## src/rtl/uart_bus_initiator.sv

```systemverilog
// uart_bus_initiator: serialises local bus reads/writes into UART command frames for a remote bus master
// Ports: i_clk/i_reset (sync, active high); bus slave i_addr[15:0], i_data[7:0], i_we, i_cs -> o_ack, o_err, o_data[7:0];
//        serial link o_uart_tx (idle high) to the remote master, i_uart_rx for read replies.
// Frames: write 0x57,AH,AL,D (no reply); read 0x52,AH,AL then one reply byte or a timeout (o_data=0xFF, o_err=1).
module uart_bus_initiator #(
  parameter int BAUDRATE       = 115200,
  parameter int SYS_FREQ       = 2500000,
  parameter int TIMEOUT_CYCLES = 65535
) (
  input  logic        i_clk,
  input  logic        i_reset,
  input  logic [15:0] i_addr,
  input  logic [7:0]  i_data,
  output logic [7:0]  o_data,
  input  logic        i_we,
  input  logic        i_cs,
  output logic        o_ack,
  output logic        o_err,
  input  logic        i_uart_rx,
  output logic        o_uart_tx
);
  localparam int TICK = SYS_FREQ / BAUDRATE;
  localparam int TW   = $clog2(TICK + 1);
  localparam int CW   = $clog2(TIMEOUT_CYCLES + 1);

  typedef enum logic [3:0] {IDLE, CMD, AH, AL, DAT, WDONE, RWAIT, ACK, RELEASE} state_t;
  typedef enum logic [1:0] {RX_IDLE, RX_START, RX_DATA, RX_STOP} rx_state_t;

  logic          tx_start, tx_ready;
  logic [7:0]    tx_byte;
  logic [TW-1:0] tx_cnt_q, tx_cnt_d;
  logic [3:0]    tx_bit_q, tx_bit_d;
  logic [9:0]    tx_sh_q, tx_sh_d;
  logic          tx_busy_q, tx_busy_d;

  logic          rx_received;
  logic [1:0]    rx_sync_q, rx_sync_d;
  rx_state_t     rx_st_q, rx_st_d;
  logic [TW-1:0] rx_cnt_q, rx_cnt_d;
  logic [2:0]    rx_bit_q, rx_bit_d;
  logic [7:0]    rx_sh_q, rx_sh_d;

  state_t        state_q, state_d;
  logic [15:0]   addr_q, addr_d;
  logic [7:0]    wdata_q, wdata_d;
  logic          we_q, we_d;
  logic          sent_q, sent_d;
  logic [CW-1:0] cnt_q, cnt_d;
  logic          err_q, err_d;
  logic [7:0]    data_q, data_d;

  // Transmitter: 10-bit frame {stop, data, start} shifted out LSB first, one bit per TICK clocks.
  always_comb begin
    tx_ready  = !tx_busy_q;
    tx_cnt_d  = tx_cnt_q;
    tx_bit_d  = tx_bit_q;
    tx_sh_d   = tx_sh_q;
    tx_busy_d = tx_busy_q;
    if (tx_start && tx_ready) begin
      tx_sh_d   = {1'b1, tx_byte, 1'b0};
      tx_cnt_d  = '0;
      tx_bit_d  = '0;
      tx_busy_d = 1'b1;
    end else if (tx_busy_q) begin
      if (tx_cnt_q == TW'(TICK - 1)) begin
        tx_cnt_d  = '0;
        tx_sh_d   = {1'b1, tx_sh_q[9:1]};
        tx_bit_d  = tx_bit_q + 4'd1;
        tx_busy_d = tx_bit_q != 4'd9;
      end else begin
        tx_cnt_d = tx_cnt_q + TW'(1);
      end
    end
  end

  assign o_uart_tx = tx_busy_q ? tx_sh_q[0] : 1'b1;

  // Receiver: start bit confirmed at mid-bit, then data sampled every TICK from there.
  always_comb begin
    rx_sync_d   = {rx_sync_q[0], i_uart_rx};
    rx_st_d     = rx_st_q;
    rx_cnt_d    = rx_cnt_q + TW'(1);
    rx_bit_d    = rx_bit_q;
    rx_sh_d     = rx_sh_q;
    rx_received = 1'b0;
    case (rx_st_q)
      RX_IDLE: begin
        rx_cnt_d = '0;
        rx_st_d  = rx_sync_q[1] ? RX_IDLE : RX_START;
      end
      RX_START: if (rx_cnt_q == TW'(TICK / 2 - 1)) begin
        rx_cnt_d = '0;
        rx_bit_d = '0;
        rx_st_d  = rx_sync_q[1] ? RX_IDLE : RX_DATA;
      end
      RX_DATA: if (rx_cnt_q == TW'(TICK - 1)) begin
        rx_cnt_d = '0;
        rx_sh_d  = {rx_sync_q[1], rx_sh_q[7:1]};
        rx_bit_d = rx_bit_q + 3'd1;
        rx_st_d  = rx_bit_q == 3'd7 ? RX_STOP : RX_DATA;
      end
      RX_STOP: if (rx_cnt_q == TW'(TICK - 1)) begin
        rx_received = rx_sync_q[1];
        rx_st_d     = RX_IDLE;
      end
      default: rx_st_d = RX_IDLE;
    endcase
  end

  // Transaction sequencer. sent_q marks that the current byte was handed to the
  // transmitter, so each byte state issues exactly once and advances on tx_ready falling.
  always_comb begin
    state_d  = state_q;
    addr_d   = addr_q;
    wdata_d  = wdata_q;
    we_d     = we_q;
    sent_d   = sent_q;
    cnt_d    = cnt_q;
    err_d    = err_q;
    data_d   = data_q;
    tx_start = 1'b0;
    tx_byte  = state_q == CMD ? (we_q ? 8'h57 : 8'h52) :
               state_q == AH  ? addr_q[15:8] :
               state_q == AL  ? addr_q[7:0]  : wdata_q;
    case (state_q)
      IDLE: if (i_cs) begin
        addr_d  = i_addr;
        wdata_d = i_data;
        we_d    = i_we;
        err_d   = 1'b0;
        state_d = CMD;
      end
      CMD, AH, AL, DAT: begin
        tx_start = !sent_q && tx_ready;
        if (tx_start) begin
          sent_d = 1'b1;
        end else if (sent_q && !tx_ready) begin
          sent_d  = 1'b0;
          cnt_d   = '0;
          state_d = state_q == CMD ? AH :
                    state_q == AH  ? AL :
                    state_q == AL  ? (we_q ? DAT : RWAIT) : WDONE;
        end
      end
      WDONE: state_d = tx_ready ? ACK : WDONE;
      RWAIT: begin
        cnt_d = cnt_q + CW'(1);
        if (rx_received) begin
          data_d  = rx_sh_q;
          state_d = ACK;
        end else if (cnt_q == CW'(TIMEOUT_CYCLES - 1)) begin
          data_d  = 8'hFF;
          err_d   = 1'b1;
          state_d = ACK;
        end
      end
      ACK:     state_d = RELEASE;
      RELEASE: state_d = i_cs ? RELEASE : IDLE;
      default: state_d = IDLE;
    endcase
  end

  assign o_ack  = state_q == ACK;
  assign o_err  = o_ack && err_q;
  assign o_data = data_q;

  always_ff @(posedge i_clk) begin
    if (i_reset) begin
      tx_cnt_q  <= '0;
      tx_bit_q  <= '0;
      tx_sh_q   <= '1;
      tx_busy_q <= 1'b0;
      rx_sync_q <= 2'b11;
      rx_st_q   <= RX_IDLE;
      rx_cnt_q  <= '0;
      rx_bit_q  <= '0;
      rx_sh_q   <= '0;
      state_q   <= IDLE;
      addr_q    <= '0;
      wdata_q   <= '0;
      we_q      <= 1'b0;
      sent_q    <= 1'b0;
      cnt_q     <= '0;
      err_q     <= 1'b0;
      data_q    <= '0;
    end else begin
      tx_cnt_q  <= tx_cnt_d;
      tx_bit_q  <= tx_bit_d;
      tx_sh_q   <= tx_sh_d;
      tx_busy_q <= tx_busy_d;
      rx_sync_q <= rx_sync_d;
      rx_st_q   <= rx_st_d;
      rx_cnt_q  <= rx_cnt_d;
      rx_bit_q  <= rx_bit_d;
      rx_sh_q   <= rx_sh_d;
      state_q   <= state_d;
      addr_q    <= addr_d;
      wdata_q   <= wdata_d;
      we_q      <= we_d;
      sent_q    <= sent_d;
      cnt_q     <= cnt_d;
      err_q     <= err_d;
      data_q    <= data_d;
    end
  end
endmodule

```

## config.mk

```make
export PLATFORM = sky130hd
export DESIGN_NAME = uart_bus_initiator
export DESIGN_NICKNAME = d
export VERILOG_FILES = /design/src/rtl/uart_bus_initiator.sv
export SDC_FILE = /design/constraint.sdc
export NUM_CORES = 1
export LEC_CHECK = 0
export ABC_AREA = 1
export CORE_ASPECT_RATIO = 0.6
export CORE_MARGIN = 5
export CORE_UTILIZATION = 45
export DETAILED_ROUTE_END_ITERATION = 10
export GPL_ROUTABILITY_DRIVEN = 0
export PLACE_DENSITY = 0.77
export RECOVER_POWER = 25
export SYNTH_ARGS = -nofsm -noshare
export SYNTH_HDL_FRONTEND = slang
export SYNTH_SLANG_ARGS = --single-unit
```

## constraint.sdc

```tcl
create_clock -name i_clk -period 2.2 [get_ports i_clk]
set_input_delay 0.33 -clock i_clk [delete_from_list [all_inputs] [get_ports i_clk]]
set_output_delay 0.33 -clock i_clk [all_outputs]
set_load 0.02 [all_outputs]
```

; Word level (Yosys, flattened, before mapping)
; Cells that the tools add are included.
[word_totals]
regBits = 94
in_bits = 29
[op_classes]
addsub = 5
n_mux = 51
n_eq_ne = 26
reduce_logical = 28
[op_table]
columns = op, n
row1 = 8-bit 2-to-1 mux, 5
row2 = 16-bit 2-to-1 mux, 2
row3 = 16-bit case mux with 2 select lines, 1
row4 = 9-bit 2-to-1 mux, 3
row5 = 4-bit 2-to-1 mux, 6
row6 = 4-bit case mux with 6 select lines, 1
row7 = 16-bit by 1-bit adder with 16-bit output (second input constant), 1
row8 = 16-bit equality test (second input constant), 1
row9 = 4-bit by 3-bit equality test with 1-bit output (second input constant), 4
row10 = 2-bit != test (second input constant), 8
row11 = 3-bit 2-to-1 mux, 5
row12 = 5-bit 2-to-1 mux, 3
row13 = 5-bit case mux with 3 select lines, 1
row14 = 1-bit 2-to-1 mux, 14
row15 = 2-bit 2-to-1 mux, 7
row16 = 2-bit nonzero test, 7
row17 = 2-bit AND reduction, 6
row18 = 5-bit by 1-bit adder with 5-bit output (second input constant), 2
row19 = 5-bit equality test (second input constant), 2
row20 = 3-bit AND reduction, 3
row21 = 4-bit by 2-bit equality test with 1-bit output (second input constant), 2
row22 = 2-bit case mux with 4 select lines, 1
row23 = 4-bit AND reduction, 2
row24 = 3-bit case mux with 2 select lines, 1
row25 = 17 further kinds, 22

; Depth between registers and ports, before layout
; Gate-level depths: netlist (run 1).
[logic_depth]
depth_word = 7
depth_mapped = 12
ltp_nobuf = 12

; Worst setup path before layout (run 1)
; OpenSTA, ideal clock, no wires.
[synth_path]
path_type = register to register
startpoint = register tx_busy_q
endpoint = register tx_sh_q[2]
t_arrival_ns = 1.487
path_stages_with_launch = 13
synth_period_minus_slack_ns = 1.601
t_required_ns = 2.086
path_slack_ns = 0.599
path_cell_list = dfxtp_1 buf_2 inv_1 ha_1 inv_1 nor2_1 inv_2 nor2_4 nor2_1 nand2_1 nand2_1 inv_1 nand2_1
[synth_between]
elab_chain_cells = 6
word_cells_on_any_way = 8
[synth_lines]
columns = item, line_no
row1 = "start, declared", 34  ; logic tx_busy_q, tx_busy_d;
row2 = "start signal, assigned", 190  ; tx_busy_q <= tx_busy_d;
row3 = 1-bit zero test, 54  ; tx_ready = !tx_busy_q;
row4 = 1-bit logical AND, 134  ; tx_start = !sent_q && tx_ready;
row5 = 1-bit 2-to-1 mux, 125  ; case (state_q)
row6 = 1-bit logical AND, 59  ; if (tx_start && tx_ready) begin
row7 = 2-bit nonzero test (no line), -
row8 = 2-bit AND reduction (no line), -
row9 = "end signal, assigned", 189  ; tx_sh_q <= tx_sh_d;
row10 = "end, declared", 33  ; logic [9:0] tx_sh_q, tx_sh_d;
; Several ways; a longest one is shown, not always the timed one.
; A chain may end at the register's enable or synchronous reset.

; Worst setup path after layout (run 1)
[layout_path]
startpoint = register tx_busy_q
endpoint = output port o_uart_tx
[layout_between]
elab_chain_cells = 1
[layout_lines]
columns = item, line_no
row1 = 1-bit 2-to-1 mux, 76  ; assign o_uart_tx = tx_busy_q ? tx_sh_q[0] : 1'b1;
row2 = "end, declared", 20  ; output logic o_uart_tx
; No other way between the ends.

==> results of run 1 <==
[worst max-delay path, cell delays in order, from the launching register on]
cell	delay (ns)
sky130_fd_sc_hd__dfxtp_2	0.42
sky130_fd_sc_hd__inv_1	0.14
sky130_fd_sc_hd__or2_2	0.30
sky130_fd_sc_hd__clkdlybuf4s50_1	0.54
[power by group]
part,total (mW),switching [mW],internal [mW]
combinational,1.85,1.26,0.587
clock,1.45,0.686,0.766
sequential,2.06,0.148,1.91
total,5.36,2.10,3.27
[synthesized netlist by cell type]
cell type	count	area share [%]
sky130_fd_sc_hd__buf_2	8	0.85
sky130_fd_sc_hd__nor3_1	5	0.53
sky130_fd_sc_hd__xor2_1	2	0.37
sky130_fd_sc_hd__nand3_1	60	6.4
sky130_fd_sc_hd__nand2_4	6	1.4
sky130_fd_sc_hd__nand4_1	9	1.2
sky130_fd_sc_hd__o31ai_1	1	0.16
sky130_fd_sc_hd__inv_1	77	6.1
sky130_fd_sc_hd__buf_6	1	0.24
sky130_fd_sc_hd__inv_2	8	0.64
sky130_fd_sc_hd__a21oi_1	62	6.6
sky130_fd_sc_hd__nor2_4	5	1.2
sky130_fd_sc_hd__dfxtp_1	94	40
sky130_fd_sc_hd__a21oi_2	10	1.9
sky130_fd_sc_hd__nor2_8	1	0.43
sky130_fd_sc_hd__nor2_1	52	4.1
sky130_fd_sc_hd__o21bai_1	5	0.80
sky130_fd_sc_hd__nand3b_1	1	0.16
sky130_fd_sc_hd__or2_0	2	0.27
sky130_fd_sc_hd__nor3b_1	1	0.16
sky130_fd_sc_hd__clkbuf_1	11	0.88
sky130_fd_sc_hd__nor2_2	5	0.66
sky130_fd_sc_hd__o21ai_0	41	4.4
sky130_fd_sc_hd__o22ai_1	3	0.40
sky130_fd_sc_hd__or2_2	11	1.5
sky130_fd_sc_hd__o21ai_1	11	1.2
sky130_fd_sc_hd__clkinv_1	2	0.16
sky130_fd_sc_hd__o221ai_1	1	0.19
sky130_fd_sc_hd__nand2_2	15	2.0
sky130_fd_sc_hd__a211oi_1	3	0.48
sky130_fd_sc_hd__buf_1	1	0.080
sky130_fd_sc_hd__nand2_1	137	11
sky130_fd_sc_hd__a31oi_1	1	0.13
sky130_fd_sc_hd__ha_1	13	3.5
sky130_fd_sc_hd__o211ai_1	1	0.16
[repair_timing]
action	CTS	global route
pin swaps	0	0
endpoints found under the setup margin	2	1
resized for setup	2	1
[path summary, 6_finish.rpt]
check / slack [ns] / to / startpoint
setup reg to reg: 0.25 / rx_sh_q[7] / rx_cnt_q[0]
hold reg to reg: 0.41 / rx_sync_q[1] / rx_sync_q[0]
hold / removal: 0.41 / rx_sync_q[1] / rx_sync_q[0]
setup / recovery: 0.14 / o_uart_tx / tx_busy_q
[registers in the layout (all words and copies together), names as in the netlist, 2 cells and up, named ones only]
register   count
addr_q        16
rx_cnt_q       5
o_data         8
tx_cnt_q       5
rx_sync_q      2
tx_bit_q       4
wdata_q        8
rx_sh_q        8
state_q        4
tx_sh_q        9
cnt_q         16
rx_bit_q       3
[final cells by class]
| class | count | area [sq um] |
|---|---|---|
| multi-input combinational | 464 | 2400 |
| sequential | 94 | 1880 |
| clock buffer | 9 | 225 |
| timing repair buffer | 47 | 437 |
| tap | 135 | 169 |
| inverter | 87 | 327 |
| clock inverter | 6 | 45.0 |
| fill | 948 | 4540 |
[layout by cell type, fill, tap and decap left out, drive strengths merged]
cell,n
dlygate4sd3,2
clkinvlp,3
nand4,9
o221ai,1
clkdlybuf4s50,34
a31oi,1
nand2,158
a211oi,3
o22ai,3
ha,13
nor3b,1
dfxtp,94
nor3,5
o211ai,1
nand3b,1
nor2,63
nand3,60
inv,87
dlymetal6s2s,1
o21ai,52
or2,13
clkbuf,13
o31ai,1
xor2,2
buf,5
dlygate4sd2,1
o21bai,5
a21oi,72
clkinv,3
[metal layers]
layer	GRT usage, %	wire length (um)	up-vias
met2	29.9	5080	145
met3	5.02	889	20
met1	27.1	5800	2044
met5	0	0	-
met4	6.27	175	0
li1	-	-	2225
[logic make-up after synthesis]
logic type / Yosys count / synth area share, %
simple gates: 310 / 30.9
flops: 94 / 40.0
buf+inv: 108 / 8.98
fa+ha+maj: 13 / 3.45
compound gates: 139 / 16.3
xor+xnor: 2 / 0.372
[through the flow]
step	instance area [sq um]	std cells	hold slack [ns]	util [%]	power, mW
floorplan	4710	666	0.389	-	3.50
global placement	5230	827	0.395	52.2	3.84
detailed placement	5230	827	0.398	52.2	3.93
CTS	5500	842	0.413	54.9	5.39
global route	5480	842	0.415	54.7	5.74
finish	5480	842	0.410	54.7	5.36
==> out/results.md, run 1 <==
| Stage | Parameter | Reported |
|:---|:---|:---|
| synth | Summed instance area of the synthesized netlist | 0.00471 sq mm |
| placed design | Number of port buffers | 39 |
| synth | Count of state elements after synthesis | 94 |
| synth | Mapped Avg Cell Area | 7.07 sq um |
| detailed routing | Remaining routing DRC violations | 0 |
| placed design | Detailed placer's ending HPWL | 8.70 mm |
| placed design | Pre-CTS WS | 0.349 ns |
| cts | Root buf cell | sky130_fd_sc_hd__clkbuf_16 |
| floorplan | I/O Pins | 40 |
| cts | Number of H-tree branching levels | 3 |
| detailed routing | Count of antenna-violating nets left after detailed routing | 0 |
| cts | Hold-fix buffers at CTS | 0 |
| cts | Clk slew on worst S/H paths | 0.06 ns |
| cts | Clk Latency, worst-skew pair | 0.34 ns |
| timing | Hold Fails Final Rpt | 0 |
| timing | Share of the clock period used by the worst path | 93.9% |
| timing | Slew headroom | 13.7% |
| cts | CTS tree | built |
| timing | Smallest setup slack after layout | 0.135 ns |
| setup path | Length in cells of the worst reg-to-reg path | 8 |
| floorplan | Site Rows | 28 |
| power | Worst vdd ir | 430 uV |
| global route | Total global routing overflow | 0 |
| timing | Time the final worst path needs with I/O delays and setup | 2.06 ns |
| run | Reported max-cap violation count | 0 |
| detailed routing | First-pass DRT Iterations | 5 |
| setup path | Data arrival, critical path | 1.73 ns |
| setup path | Highest net fanout along the worst path | 10 |
| timing | Number of pins exceeding their max-slew limit in the final report | 0 |
| synth | Yosys warning total | 0 |
| global route | Largest net degree at the start of global routing | 38 |
| global route | Initial antenna violation count | 0 |
| global route | Number of global-route vias before repair | 4,193 |
| floorplan | Height of the chip | 89.2 um |
| power | Leakage power | 2.33 nW |
| setup path | Critical path start-end classification | register to output pin |
| timing | Slew at the pin with the worst max-slew slack | 1.30 ns |
| timing | Maximum operating frequency | 0.484 GHz |
| min path | Worst min path class | register to register |
| setup path | Required time reported for the critical path endpoint | 1.87 ns |
| setup path | Kind of end point of the critical path | output pin |
| synth | Proportion of synthesized chip area in sequential cells | 40.0% |
| detailed routing | Total length of routed wires | 11.9 mm |
| layout | Relative area change from synthesis to final layout | 16.4% |
| detailed routing | Vias | 4,434 |
| timing | Largest clock skew in the final design | 0.00902 ns |
| timing | # setup viols final | 0 |
| floorplan | Initial Utilization | 47.0% |
| power | Power density relative to cell area | 979 mW/mm^2 |
| global route | Global-route wire length before repair | 19.7 mm |
| timing | Sum Neg Setup Slack | 0 ns |
| layout | Post-layout nets | 745 |
| detailed routing | Mean routed wirelength per cell | 14.2 um |
| layout | Number of antenna cells inserted | 0 |
| synth | Number of standard cells after synthesis | 666 |
| min path | Hold depth | 1 |
| cts | TritonCTS buffer count | 9 |
| cts | Clock Tree Buf Depth | 2 |
| cts | Clock Sink Count | 94 |
| floorplan | Core Area | 0.0100 sq mm |
| synth | Syn Nets | 708 |
| outcome | Status | complete, no violations |
| setup path | Worst Setup Start Kind | register |
| layout | Share of cells above drive strength 1 | 11.7% |
| floorplan | Full die area | 0.0127 sq mm |
| floorplan | Overall die width | 142 um |
| timing | Setup repair after global routing missed its margin | false |
| cts | Number of buffers inserted by post-CTS setup repair | 0 |
| global route | Global Route Usage Sum | 19.5% |
| detailed routing | Average vias per placed instance | 5.27 |
| synth | Number of distinct library cell variants in the gate-level netlist after synthesis | 35 |
| detailed routing | Detailed Route Iter0 Violations | 384 |
Note: power is estimated with default switching activity, not from simulation.
==> inputs of run 2 (changes only) <==
--- a/config.mk
+++ b/config.mk
@@ -5,7 +5,7 @@
 export SDC_FILE = /design/constraint.sdc
 export NUM_CORES = 1
 export LEC_CHECK = 0
-export ABC_AREA = 1
+export ABC_AREA = 0
 export CORE_ASPECT_RATIO = 0.6
 export CORE_MARGIN = 5
 export CORE_UTILIZATION = 45
==> out/results.md, run 2 <==
| Stage | Parameter | Reported |
|:---|:---|:---|
| setup path | Setup slack on the worst flop-to-flop path | 0.20 ns |
| cts | Root buf cell | sky130_fd_sc_hd__clkbuf_16 |
| synth | Yosys warning total | 0 |
| cts | CTS tree | built |
| timing | Hold Fails Final Rpt | 0 |
| layout | Top Registers | addr_q (16), cnt_q (16), tx_sh_q (9) |
| placed design | Number of cells in the design after placement | 672 |
| layout | Number of antenna cells inserted | 0 |
| setup path | Required time reported for the critical path endpoint | 1.87 ns |
| layout | Share of cells above drive strength 1 | 8.78% |
| setup path | Sequence of cells on the critical path | nand2b_1, nor2_1, and2_1, dlygate4sd2_1 |
| synth | Commonest cells in the netlist | sky130_fd_sc_hd__dfxtp_1 (94), sky130_fd_sc_hd__nand2_1 (77), sky130_fd_sc_hd__nor2_1 (69) |
| timing | Maximum operating frequency | 0.494 GHz |
| global route | Largest net degree at the start of global routing | 39 |
| run | Reported max-cap violation count | 1 |
| floorplan | Height of the chip | 85.9 um |
| synth | Fraction of post-synthesis cell area in the top cell type by area | 43.6% |
| power | Total power draw | 3.85 mW |
| placed design | Pre-CTS WS | 0.0134 ns |
| timing | Time the final worst path needs with I/O delays and setup | 2.02 ns |
| layout | Leading cell type in the layout, fill and taps excluded | sky130_fd_sc_hd__dfxtp_1 |
| placed design | Detailed placer's ending HPWL | 6.79 mm |
| layout | Relative area change from synthesis to final layout | 19.4% |
| synth | Number of standard cells after synthesis | 517 |
| synth | Commonest register cell after synthesis | sky130_fd_sc_hd__dfxtp_1 |
| setup path | Timing endpoint of the critical path | o_err |
| global route | Global Route Usage Sum | 17.0% |
| layout | Final standard cell area without fillers | 0.00515 sq mm |
| power | Worst vdd ir | 427 uV |
| cts | Number of buffers inserted by post-CTS setup repair | 0 |
| floorplan | Core Area | 0.00926 sq mm |
| outcome | Violated checks | capacitance limit, slew limit |
| floorplan | Site Rows | 27 |
| timing | Number of pins exceeding their max-slew limit in the final report | 39 |
| layout | Share of the core filled with cells | 55.7% |
| setup path | Worst Setup Start Kind | register |
| layout | Commonest cells after routing, fill and taps aside | sky130_fd_sc_hd__dfxtp_1 (93), sky130_fd_sc_hd__nand2_1 (77), sky130_fd_sc_hd__nor2_1 (69) |
| synth | Summed instance area of the synthesized netlist | 0.00432 sq mm |
| detailed routing | Average vias per placed instance | 5.18 |
| floorplan | Overall die width | 136 um |
| detailed routing | First-pass DRT Iterations | 5 |
| min path | Worst min path class | register to register |
| detailed routing | Mean routed wirelength per cell | 13.6 um |
| setup path | Length in cells of the worst reg-to-reg path | 7 |
| timing | Setup repair after global routing missed its margin | false |
| setup path | Highest net fanout along the worst path | 11 |
| layout | Filler cell count in the final layout | 842 |
| cts | Clock Sink Count | 94 |
| detailed routing | Remaining routing DRC violations | 0 |
| synth | Async S/R FF share, synth | 0% |
| setup path | Worst R2R End | cnt_q[2] |
| detailed routing | Vias | 3,561 |
| detailed routing | Count of antenna-violating nets left after detailed routing | 0 |
| detailed routing | Total length of routed wires | 9.34 mm |
| cts | TritonCTS buffer count | 9 |
| setup path | Kind of end point of the critical path | output pin |
| timing | Slew at the pin with the worst max-slew slack | 1.66 ns |
| power | Power density relative to cell area | 748 mW/mm^2 |
| layout | Post-layout nets | 595 |
| synth | Cell taking the most area after synthesis | sky130_fd_sc_hd__dfxtp_1 |
| setup path | Worst stage delay on the critical path | 0.54 ns |
| synth | Syn Nets | 559 |
| setup path | Crit Reg-Reg Startpoint | tx_busy_q |
| floorplan | Initial Utilization | 46.6% |
| setup path | Data arrival, critical path | 1.69 ns |
| setup path | Startpoint of the worst setup timing path | state_q[3] |
| synth | Most numerous cell in the Yosys netlist | sky130_fd_sc_hd__dfxtp_1 |
| timing | # setup viols final | 0 |
| cts | Clock Tree Buf Depth | 2 |
| cts | Clk Latency, worst-skew pair | 0.34 ns |
| setup path | CP max-delay cell | sky130_fd_sc_hd__dfxtp_1 |
| global route | Initial antenna violation count | 0 |
| setup path | Critical path start-end classification | register to output pin |
| timing | Share of the clock period used by the worst path | 92.0% |
| placed design | Number of port buffers | 39 |
| cts | Clk slew on worst S/H paths | 0.06 ns |
| floorplan | Full die area | 0.0117 sq mm |
| power | Leakage power | 1.88 nW |
| timing | Smallest setup slack after layout | 0.176 ns |
| timing | Slew headroom | -10.8% |
| synth | Number of distinct library cell variants in the gate-level netlist after synthesis | 55 |
| synth | Count of state elements after synthesis | 94 |
| synth | Main area contributors after synthesis | sky130_fd_sc_hd__dfxtp_1 (44%), sky130_fd_sc_hd__nand2_1 (6.7%), sky130_fd_sc_hd__nor2_1 (6.0%) |
| layout | Fin cells | 688 |
| cts | Number of H-tree branching levels | 3 |
| synth | Number of enable-type register cells in the synthesized netlist | 0 |
| placed design | DP Area | 0.00484 sq mm |
| synth | Mapped Avg Cell Area | 8.35 sq um |
| global route | Total global routing overflow | 0 |
| cts | Hold-fix buffers at CTS | 0 |
| timing | Largest clock skew in the final design | 0.00773 ns |
| timing | Sum Neg Setup Slack | 0 ns |
| global route | Number of global-route vias before repair | 3,455 |
| synth | Proportion of synthesized chip area in sequential cells | 43.6% |
| floorplan | I/O Pins | 40 |
| global route | Global-route wire length before repair | 16.1 mm |
| timing | Min Hold Slack | 0.411 ns |
| detailed routing | Detailed Route Iter0 Violations | 282 |
| outcome | Status | finished, violations left |
-- run 2: changes by cell type in the layout (fill, tap and decap cells not counted), sizes merged, moves of 8 or more --
cell / change
a21oi: -28
nand2: -80
inv: -67
xnor2: +16
o21ai: -39
mux2i: +18
and2: +9
nand3: -49
nor4: +9
nor3: +8
-- run 2: area by class of cell --
type | instances | area, sq um | share of cell area (%)
clock buffer | 11 | 253 | 4.91
multi-input combinational | 376 | 2250 | 43.7
timing repair buffer | 52 | 469 | 9.11
inverter | 20 | 75.1 | 1.46
clock inverter | 5 | 57.6 | 1.12
tap | 130 | 163 | 3.16
sequential | 94 | 1880 | 36.6
-- run 2: logic make-up (layout without fill, tap and decap cells) --
group | count (synthesis) | after routing | synth area share, %
xor gates and xnor gates | 22 | 22 | 4.46
DFF | 94 | 94 | 43.6
adders and majority gates | 13 | 13 | 3.77
buffers and inverters | 47 | 88 | 4.52
muxes | 18 | 18 | 4.18
AOI/OAI and AO/OA | 94 | 94 | 14.1
and+or+nand+nor | 229 | 229 | 25.3
-- run 2: routing by layer --
layer / wire length, um / vias to the layer above / part of all wire (%) / GRT usage [%]
met5: 0 / - / 0 / 0
met3: 482 / 11 / 5.2 / 4.87
li1: - / 1834 / - / -
met2: 3910 / 66 / 42 / 25.0
met1: 4830 / 1650 / 52 / 24.1
met4: 119 / 0 / 1.3 / 5.22
-- run 2: worst min path at each step --
| stage | from | to | slack, ns | depth (start not counted) |
|---|---|---|---|---|
| floorplan | rx_sync_q[0] | rx_sync_q[1] | 0.39 | 1 |
| global placement | rx_sync_q[0] | rx_sync_q[1] | 0.40 | 1 |
| detailed placement | rx_sync_q[0] | rx_sync_q[1] | 0.40 | 1 |
| CTS | rx_sync_q[0] | rx_sync_q[1] | 0.41 | 1 |
| global route | rx_sync_q[0] | rx_sync_q[1] | 0.43 | 1 |
| finish | rx_sync_q[0] | rx_sync_q[1] | 0.41 | 1 |
-- run 2: critical path, delay by kind of cell, from the launching register on --
| kind | cells | cell delay, ns |
|---|---|---|
| buffers and inverters | 1 | 0.32 |
| AND/OR/NAND/NOR | 3 | 0.49 |
| flip-flops | 1 | 0.54 |
-- run 2: repair_timing --
item,4_1_cts,5_1_grt
resized for setup,4,1
setup endpoints to repair,3,5
pin swaps,0,0
-- run 2: report_power, final --
group	internal, mW	switching (mW)
clock	0.940	0.649
sequential	1.79	0.0569
combinational	0.189	0.229
total	2.92	0.935
==> inputs of run 3 (changes only) <==
--- a/config.mk
+++ b/config.mk
@@ -13,6 +13,7 @@
 export GPL_ROUTABILITY_DRIVEN = 0
 export PLACE_DENSITY = 0.77
 export RECOVER_POWER = 25
+export REMOVE_ABC_BUFFERS = 1
 export SYNTH_ARGS = -nofsm -noshare
 export SYNTH_HDL_FRONTEND = slang
 export SYNTH_SLANG_ARGS = --single-unit
==> out/results.md, run 3 (synthesized netlist as in run 2, its figures left out) <==
| Stage | Parameter | Reported |
|:---|:---|:---|
| timing | Slew at the pin with the worst max-slew slack | 0.887 ns |
| global route | Global Route Usage Sum | 17.0% |
| placed design | DP Area | 0.00488 sq mm |
| timing | Hold Fails Final Rpt | 0 |
| timing | Slew headroom | 40.9% |
| setup path | CP max-delay cell | sky130_fd_sc_hd__clkdlybuf4s50_1 |
| detailed routing | Detailed Route Iter0 Violations | 252 |
| detailed routing | Count of antenna-violating nets left after detailed routing | 0 |
| layout | Final standard cell area without fillers | 0.00517 sq mm |
| placed design | Number of port buffers | 39 |
| timing | Number of pins exceeding their max-slew limit in the final report | 0 |
| power | Power density relative to cell area | 746 mW/mm^2 |
| layout | Number of antenna cells inserted | 0 |
| detailed routing | Top Metal Used | met4 |
| cts | Number of H-tree branching levels | 3 |
| cts | Hold-fix buffers at CTS | 0 |
| setup path | Data arrival, critical path | 1.74 ns |
| floorplan | Full die area | 0.0117 sq mm |
| floorplan | Site Rows | 27 |
| layout | Top Registers | addr_q (16), cnt_q (16), tx_sh_q (9) |
| cts | Post-cts sizing count | 0 |
| layout | Relative area change from synthesis to final layout | 19.9% |
| global route | Largest net degree at the start of global routing | 43 |
| setup path | Worst Setup Start Kind | register |
| cts | CTS tree | built |
| setup path | Bufs and invs on worst path | 1 |
| timing | Largest clock skew in the final design | 0.00523 ns |
| power | Worst vdd ir | 451 uV |
| cts | Clock Sink Count | 94 |
| setup path | Kind of end point of the critical path | output pin |
| cts | Clk Latency, worst-skew pair | 0.34 ns |
| outcome | Status | complete, no violations |
| detailed routing | Routed wire length on met3 | 583 um |
| floorplan | Initial Utilization | 46.6% |
| setup path | Critical path start-end classification | register to output pin |
| timing | Setup repair after global routing missed its margin | false |
| min path | Worst min path class | register to register |
| timing | Maximum operating frequency | 0.482 GHz |
| timing | Share of the clock period used by the worst path | 94.3% |
| setup path | Highest net fanout along the worst path | 3 |
| detailed routing | First-pass DRT Iterations | 5 |
| placed design | Detailed placer's ending HPWL | 6.67 mm |
| detailed routing | Metal1 wirelength | 4.61 mm |
| global route | Total global routing overflow | 0 |
| detailed routing | Routed length on met2 | 4.17 mm |
| global route | Number of global-route vias before repair | 3,459 |
| timing | Sum Neg Setup Slack | 0 ns |
| cts | TritonCTS buffer count | 9 |
| detailed routing | Remaining routing DRC violations | 0 |
| floorplan | Core Area | 0.00926 sq mm |
| global route | Global-route wire length before repair | 16.0 mm |
| cts | Root buf cell | sky130_fd_sc_hd__clkbuf_16 |
| setup path | Required time reported for the critical path endpoint | 1.87 ns |
| power | Leakage power | 1.90 nW |
| detailed routing | Vias | 3,658 |
| run | Reported max-cap violation count | 0 |
| layout | Share of cells above drive strength 1 | 8.90% |
| setup path | Cell family with the largest share of critical-path delay | buffers and inverters |
| layout | Post-layout nets | 599 |
| detailed routing | Mean routed wirelength per cell | 13.7 um |
| floorplan | Height of the chip | 85.9 um |
| timing | Time the final worst path needs with I/O delays and setup | 2.07 ns |
| layout | Commonest cells after routing, fill and taps aside | sky130_fd_sc_hd__dfxtp_1 (94), sky130_fd_sc_hd__nand2_1 (77), sky130_fd_sc_hd__nor2_1 (69) |
| cts | Number of buffers inserted by post-CTS setup repair | 0 |
| detailed routing | Average vias per placed instance | 5.29 |
| floorplan | I/O Pins | 40 |
| setup path | Worst stage delay on the critical path | 0.68 ns |
| global route | Initial antenna violation count | 0 |
| detailed routing | Total length of routed wires | 9.51 mm |
| layout | Leading cell type in the layout, fill and taps excluded | sky130_fd_sc_hd__dfxtp_1 |
| cts | Clk slew on worst S/H paths | 0.06 ns |
| timing | # setup viols final | 0 |
| floorplan | Overall die width | 136 um |
| setup path | Sequence of cells on the critical path | nand2b_1, nor2_1, clkdlybuf4s50_1 |
| cts | Clock Tree Buf Depth | 2 |
run 3: cell count changes in the layout (fill, tap and decap cells not counted), sizes merged:
cell and delta:
clkinvlp -1, clkinv +1, dlygate4sd2 -2, dlygate4sd3 +1, buf +5, clkbuf -2
dlymetal6s2s +1, inv +1
run 3: layout make-up:
| cell class | instances | area (sq um) |
|---|---|---|
| clock buffer | 10 | 239 |
| clock inverter | 6 | 70.1 |
| fill | 839 | 4080 |
| inverter | 20 | 75.1 |
| multi-input combinational | 376 | 2240 |
| sequential | 94 | 1880 |
| tap | 130 | 163 |
| timing repair buffer | 56 | 505 |
run 3: worst reg2reg max path, delay by kind of cell (launching register included):
family	cells	cell delay (ns)
and+or+nand+nor	3	1.00
AOI/OAI and AO/OA	2	0.29
DFF	1	0.34
adders and majority gates	1	0.23
buffers and inverters	1	0.07
run 3: final timing paths:
path         cells past startpoint          from  slack (ns)            to
max                              3    state_q[3]        0.13         o_ack
min                              1  rx_sync_q[0]        0.41  rx_sync_q[1]
max reg2reg                      7     tx_busy_q        0.19     cnt_q[15]
min reg2reg                      1  rx_sync_q[0]        0.41  rx_sync_q[1]
run 3: routing by layer:
metal | vias up | GRT usage (%)
li1 | 1840 | -
met1 | 1683 | 22.6
met2 | 119 | 26.3
met3 | 16 | 5.16
met4 | 0 | 6.40
met5 | - | 0
run 3: stage by stage:
step	hold WS (ns)	utilization (%)	setup WS [ns]	std cells	power, mW
5_1_grt	0.431	55.9	0.0335	692	4.03
4_1_cts	0.377	56.1	0.0169	692	3.89
6_report	0.413	55.9	0.125	692	3.86
3_3_place_gp	0.393	52.8	0.347	676	2.29
3_5_place_dp	0.402	52.8	0.206	676	2.32
2_1_floorplan	0.389	-	0.112	490	2.12
run 3: power breakdown:
part	switching (mW)	internal [mW]	total (mW)
registers	0.0547	1.79	1.84
logic	0.243	0.197	0.439
clock network	0.658	0.919	1.58
